### src/rtl/flow_sender_if.sv
// Word stream, flow-control and lane push signals of flow_sender.
// master is the sender block itself; slave is its surrounding environment.
interface flow_sender_if #(
    parameter int unsigned DATA_W = 8
) ();
    logic [DATA_W-1:0] in_data;
    logic [1:0]        in_dest;
    logic              in_valid;
    logic              in_ready;
    logic [3:0]        pausa;
    logic              error_full;
    logic              idle;
    logic [3:0]        push;
    logic [DATA_W-1:0] push_data;

    modport master (
        input  in_data, in_dest, in_valid, pausa, error_full, idle,
        output in_ready, push, push_data
    );

    modport slave (
        output in_data, in_dest, in_valid, pausa, error_full, idle,
        input  in_ready, push, push_data
    );
endinterface

### src/rtl/flow_sender.sv
// Upstream write side of the 4-lane FIFO flow control: one-entry hold, lane push, pause/halt FSM.
// Define FLOW_SENDER_STATS_EN to add the stall_cnt port counting cycles spent paused.
module flow_sender #(
    parameter int unsigned DATA_W = 8,
    parameter int unsigned CNT_W  = 16
) (
    input  logic             clk,
    input  logic             rst,
    flow_sender_if.master    bus,
    output logic             halted,
    output logic [CNT_W-1:0] sent_cnt
`ifdef FLOW_SENDER_STATS_EN
    ,
    output logic [CNT_W-1:0] stall_cnt
`endif
);

    typedef enum logic [1:0] {
        StWait,
        StRun,
        StPaused,
        StHalt
    } state_e;

    state_e state_q, state_d;

    logic [DATA_W-1:0] hold_data_q;
    logic [1:0]        hold_dest_q;
    logic              hold_valid_q;
    logic [CNT_W-1:0]  sent_cnt_q;

    logic lane_paused;
    logic fire;
    logic ready;
    logic accept;

    // Only the lane of the held word matters; pauses on other lanes do not block it.
    assign lane_paused = bus.pausa[hold_dest_q];

    // rst gates everything combinational so nothing escapes during the reset cycle.
    assign fire   = !rst && hold_valid_q && (state_q == StRun) && !lane_paused && !bus.error_full;
    assign ready  = !rst && ((state_q == StRun) || (state_q == StPaused)) && (!hold_valid_q || fire);
    assign accept = bus.in_valid && ready;

    assign bus.in_ready  = ready;
    assign bus.push_data = rst ? '0 : hold_data_q;
    assign halted        = !rst && (state_q == StHalt);
    assign sent_cnt      = sent_cnt_q;

    always_comb begin
        bus.push = '0;
        if (fire) begin
            bus.push[hold_dest_q] = 1'b1;
        end
    end

    always_comb begin
        state_d = state_q;
        unique case (state_q)
            StWait: begin
                if (bus.idle) begin
                    state_d = StRun;
                end
            end
            StRun: begin
                if (bus.error_full) begin
                    state_d = StHalt;
                end else if (hold_valid_q && lane_paused) begin
                    state_d = StPaused;
                end
            end
            StPaused: begin
                if (bus.error_full) begin
                    state_d = StHalt;
                end else if (!lane_paused) begin
                    state_d = StRun;
                end
            end
            StHalt: begin
                state_d = StHalt;
            end
            default: begin
                state_d = StWait;
            end
        endcase
    end

    always_ff @(posedge clk) begin
        if (rst) begin
            state_q <= StWait;
        end else begin
            state_q <= state_d;
        end
    end

    // Accept has priority over the clear so a same-cycle fire+accept refills the hold.
    always_ff @(posedge clk) begin
        if (rst) begin
            hold_valid_q <= 1'b0;
            hold_data_q  <= '0;
            hold_dest_q  <= '0;
        end else if (accept) begin
            hold_valid_q <= 1'b1;
            hold_data_q  <= bus.in_data;
            hold_dest_q  <= bus.in_dest;
        end else if (fire) begin
            hold_valid_q <= 1'b0;
        end
    end

    always_ff @(posedge clk) begin
        if (rst) begin
            sent_cnt_q <= '0;
        end else if (fire && (sent_cnt_q != '1)) begin
            sent_cnt_q <= sent_cnt_q + CNT_W'(1);
        end
    end

`ifdef FLOW_SENDER_STATS_EN
    logic [CNT_W-1:0] stall_cnt_q;

    always_ff @(posedge clk) begin
        if (rst) begin
            stall_cnt_q <= '0;
        end else if ((state_q == StPaused) && (stall_cnt_q != '1)) begin
            stall_cnt_q <= stall_cnt_q + CNT_W'(1);
        end
    end

    assign stall_cnt = stall_cnt_q;
`endif

endmodule
### src/flat_wrapper.sv
// flat-port wrapper written by rule: the top's interface ports become plain ports
module flow_sender_flat 
#(
    parameter int unsigned DATA_W = 8,
    parameter int unsigned CNT_W  = 16
)
  (clk, rst, halted, sent_cnt, bus_in_data, bus_in_dest, bus_in_valid, bus_pausa, bus_error_full, bus_idle, bus_in_ready, bus_push, bus_push_data);
  flow_sender_if #(.DATA_W(DATA_W)) bus_i ();
  input  logic clk;
  input  logic rst;
  output logic halted;
  output logic [CNT_W-1:0] sent_cnt;
  input wire logic [$bits(bus_i.in_data)-1:0] bus_in_data;
  input wire logic [$bits(bus_i.in_dest)-1:0] bus_in_dest;
  input wire logic [$bits(bus_i.in_valid)-1:0] bus_in_valid;
  input wire logic [$bits(bus_i.pausa)-1:0] bus_pausa;
  input wire logic [$bits(bus_i.error_full)-1:0] bus_error_full;
  input wire logic [$bits(bus_i.idle)-1:0] bus_idle;
  output wire logic [$bits(bus_i.in_ready)-1:0] bus_in_ready;
  output wire logic [$bits(bus_i.push)-1:0] bus_push;
  output wire logic [$bits(bus_i.push_data)-1:0] bus_push_data;
  assign bus_i.in_data = bus_in_data;
  assign bus_i.in_dest = bus_in_dest;
  assign bus_i.in_valid = bus_in_valid;
  assign bus_i.pausa = bus_pausa;
  assign bus_i.error_full = bus_error_full;
  assign bus_i.idle = bus_idle;
  assign bus_in_ready = bus_i.in_ready;
  assign bus_push = bus_i.push;
  assign bus_push_data = bus_i.push_data;
  flow_sender #(.DATA_W(DATA_W), .CNT_W(CNT_W)) u_core (.clk(clk), .rst(rst), .bus(bus_i), .halted(halted), .sent_cnt(sent_cnt));
endmodule
### config.mk
export PLATFORM = sky130hd
export DESIGN_NAME = flow_sender_flat
export DESIGN_NICKNAME = d
export VERILOG_FILES = /design/src/rtl/flow_sender_if.sv /design/src/rtl/flow_sender.sv /design/src/flat_wrapper.sv
export SDC_FILE = /design/constraint.sdc
export NUM_CORES = 1
export LEC_CHECK = 0
export BUFFER_PORTS_ARGS = -buffer_cell sky130_fd_sc_hd__clkbuf_2
export CAP_MARGIN = 10
export CORE_MARGIN = 2
export CORE_UTILIZATION = 54
export CTS_CLUSTER_SIZE = 16
export DETAILED_ROUTE_END_ITERATION = 12
export PLACE_DENSITY = 0.83
export SYNTH_ARGS = -nofsm -noshare
export SYNTH_HDL_FRONTEND = slang
export SYNTH_SLANG_ARGS = --single-unit
### constraint.sdc
create_clock -name clk -period 6.5 [get_ports clk]
set_input_delay 0 -clock clk [delete_from_list [all_inputs] [get_ports clk]]
set_output_delay 0 -clock clk [all_outputs]
set_load 0.005 [all_outputs]
==> metrics.csv <==
metric;value;unit
status;finished clean;
startpoint_type;flip-flop;
grt_usage;24.0;%
tightest_slew;0.946;ns
die_w;57.8;um
die_area;0.00335;mm^2
hold_buffers;10;
synthAdderAreaFrac;4.00;%
start_util;56.8;%
n_antenna_cell;0;
fin_skew;0.0119;ns
clkTransAtPathRegs;0.09;ns
drt-pass1-iter-count;4;
yosysWarnings;0;
ys_seq_area_share;37.1;%
yosysTopAreaCell;dfxtp_1;
drt_iter0_drc;69;
die_h;57.8;um
synthMuxAreaShare;10.1;%
cts.sinks;29;
rsz0062_at_grt;no;
place_congestion;0.851;
setup-tns-final;0;ns
wl;3590;um
vdd_drop_max;0.203;mV
synth_area_per_cell;8.84;um^2
route.detailed.drc;0;
vias_per_cell;5.93;
vias;1572;
wl_per_cell;13.6;um
synth_top_family_by_area;simple AND/OR/NAND/NOR gates;
rows;19;
yosys.area_share.simple;27.7;%
fin_crit_sh;37.0;%
grt_pass1_wl;6270;um
final_layout_size_suffix_gt1_share;31.6;%
drtAntennaViolNets;0;
syn_inst;177;
critPathRequiredTime;6.72;ns
cts_tree;built;
cts_resized;0;
path_max_fanout;30;
cts_buffer_depth;2;
hpwl;2510;um
core_area;0.00276;mm^2
post_cts_buffers;0;
power.total;452;uW
maxCapViolCount;0;
pin_count;49;
synth-xor-area-share;0;%
crit_type;flip-flop to flip-flop;
min_period;2.40;ns
syn-num-nets;201;
netlist_area;0.00157;mm^2
synth_top_area_share;37.1;%
worstSkewPairLatency;0.33;ns
fmax;416;MHz
synth_compound_area_share;16.7;%
hold_path.class;input pin to flip-flop;
ys_top_cells_by_area;dfxtp_1, mux2_2, a21oi_1;
antenna_found_initial;0;
arrival;2.62;ns
leakage;0.827;nW
final-hold-violation-count;0;
ys_ff_latch;29;
powerDensity;229;mW/mm^2
slew_headroom;36.3;%
root_buffer;clkbuf_4;
grt_pass1_vias;1486;
ys_types;35;
final_max_slew_viol_count;0;
hold_ws;0.111;ns
port_buffers;48;
layout_commonest_cell;clkbuf_2;
grt_start_max_net_pins;32;
area_growth;26.1;%
nets;257;
cts_made_buffers;5;
final_cell_mix;clkbuf_2, dfxtp_1, a21oi_1;
overflow;0;
cts_htree_levels;2;
worst_setup_path_end_kind;flip-flop;
finalSetupViolCount;0;
[state kept, by name, summed over array words and instances, names as in the netlist]
name and flops:
u_core.hold_data_q 8, u_core.state_q 2, u_core.sent_cnt 16, u_core.hold_dest_q 2, u_core.hold_valid_q 1
[Yosys cell counts]
library cell	number
nor4_1	4
nand4_1	8
nand2_1	11
a32oi_1	1
o311ai_0	1
nand3_1	7
buf_2	2
clkbuf_1	5
nor2_1	6
o22ai_1	1
dfxtp_1	29
o41ai_1	3
a31o_2	3
ha_1	5
nand3b_1	1
mux2_2	12
o21ai_0	3
o31ai_1	8
and2_1	2
mux4_2	1
inv_1	6
a311oi_1	1
a21oi_1	17
and3_1	2
nor3_1	3
nor2b_1	13
a21o_1	1
or3_4	1
a2111oi_0	1
buf_6	1
or3_1	2
or4_1	9
and4_1	3
nand2b_1	2
buf_1	2
[power breakdown]
part | internal (mW) | switching [mW] | total [mW] | leakage [nW]
registers | 0.199 | 0.0155 | 0.214 | 0.235
clock network | 0.0626 | 0.0622 | 0.125 | 0.0413
logic | 0.0564 | 0.0561 | 0.113 | 0.550
[per-layer routing]
layer  track usage (%)  vias up  share of wire, %
met2              40.9       55                50
met4              9.97        0              0.95
li1                  -      782                 -
met3              8.26        4               6.3
met1              27.3      731                43
met5                 0        -                 0
[worst paths after layout]
check                                                        start  cells after the start                          endpoint  slack [ns]
worst min register to register     u_core.sent_cnt[0]$_SDFFE_PP0P_                      2   u_core.sent_cnt[0]$_SDFFE_PP0P_        0.52
worst min-delay path                                      bus_idle                      5    u_core.state_q[1]$_SDFFE_PP0P_        0.11
worst max register to register  u_core.hold_dest_q[0]$_SDFFE_PP0P_                      4  u_core.sent_cnt[13]$_SDFFE_PP0P_        4.10
worst max-delay path            u_core.hold_dest_q[0]$_SDFFE_PP0P_                      4  u_core.sent_cnt[13]$_SDFFE_PP0P_        4.10
[logic make-up (layout without fill, tap and decap cells)]
logic type / Yosys count / count (layout)
AOI/OAI and AO/OA: 40 / 40
adders and majority gates: 5 / 5
buffers and inverters: 16 / 73
DFF: 29 / 29
muxes: 13 / 13
and+or+nand+nor: 74 / 74
[per-stage QoR]
| stage | instances | utilization [%] | instance area [um^2] | worst slack [ns] |
|---|---|---|---|---|
| floorplan | 177 | - | 1570 | 4.22 |
| global placement | 247 | 65.4 | 1800 | 4.18 |
| detailed placement | 247 | 65.4 | 1800 | 4.09 |
| CTS | 265 | 71.6 | 1970 | 4.08 |
| global route | 265 | 71.6 | 1970 | 3.92 |
| finish | 265 | 71.6 | 1970 | 4.10 |
[final cells by class]
cell class,count,area (um^2)
Clock buffer,7,65.1
Sequential cell,29,581
Clock inverter,1,5.00
Inverter,6,22.5
Multi-Input combinational cell,132,915
Fill cell,219,783
Tap cell,31,38.8
Timing Repair Buffer,59,348
[critical path, stage by stage, from the launching register on]
cell and delay, ns:
dfxtp_1 0.43, mux4_2 0.59, or3_4 0.55, nor4_1 0.36
mux2_2 0.37
(Power assumes the default switching activity.)
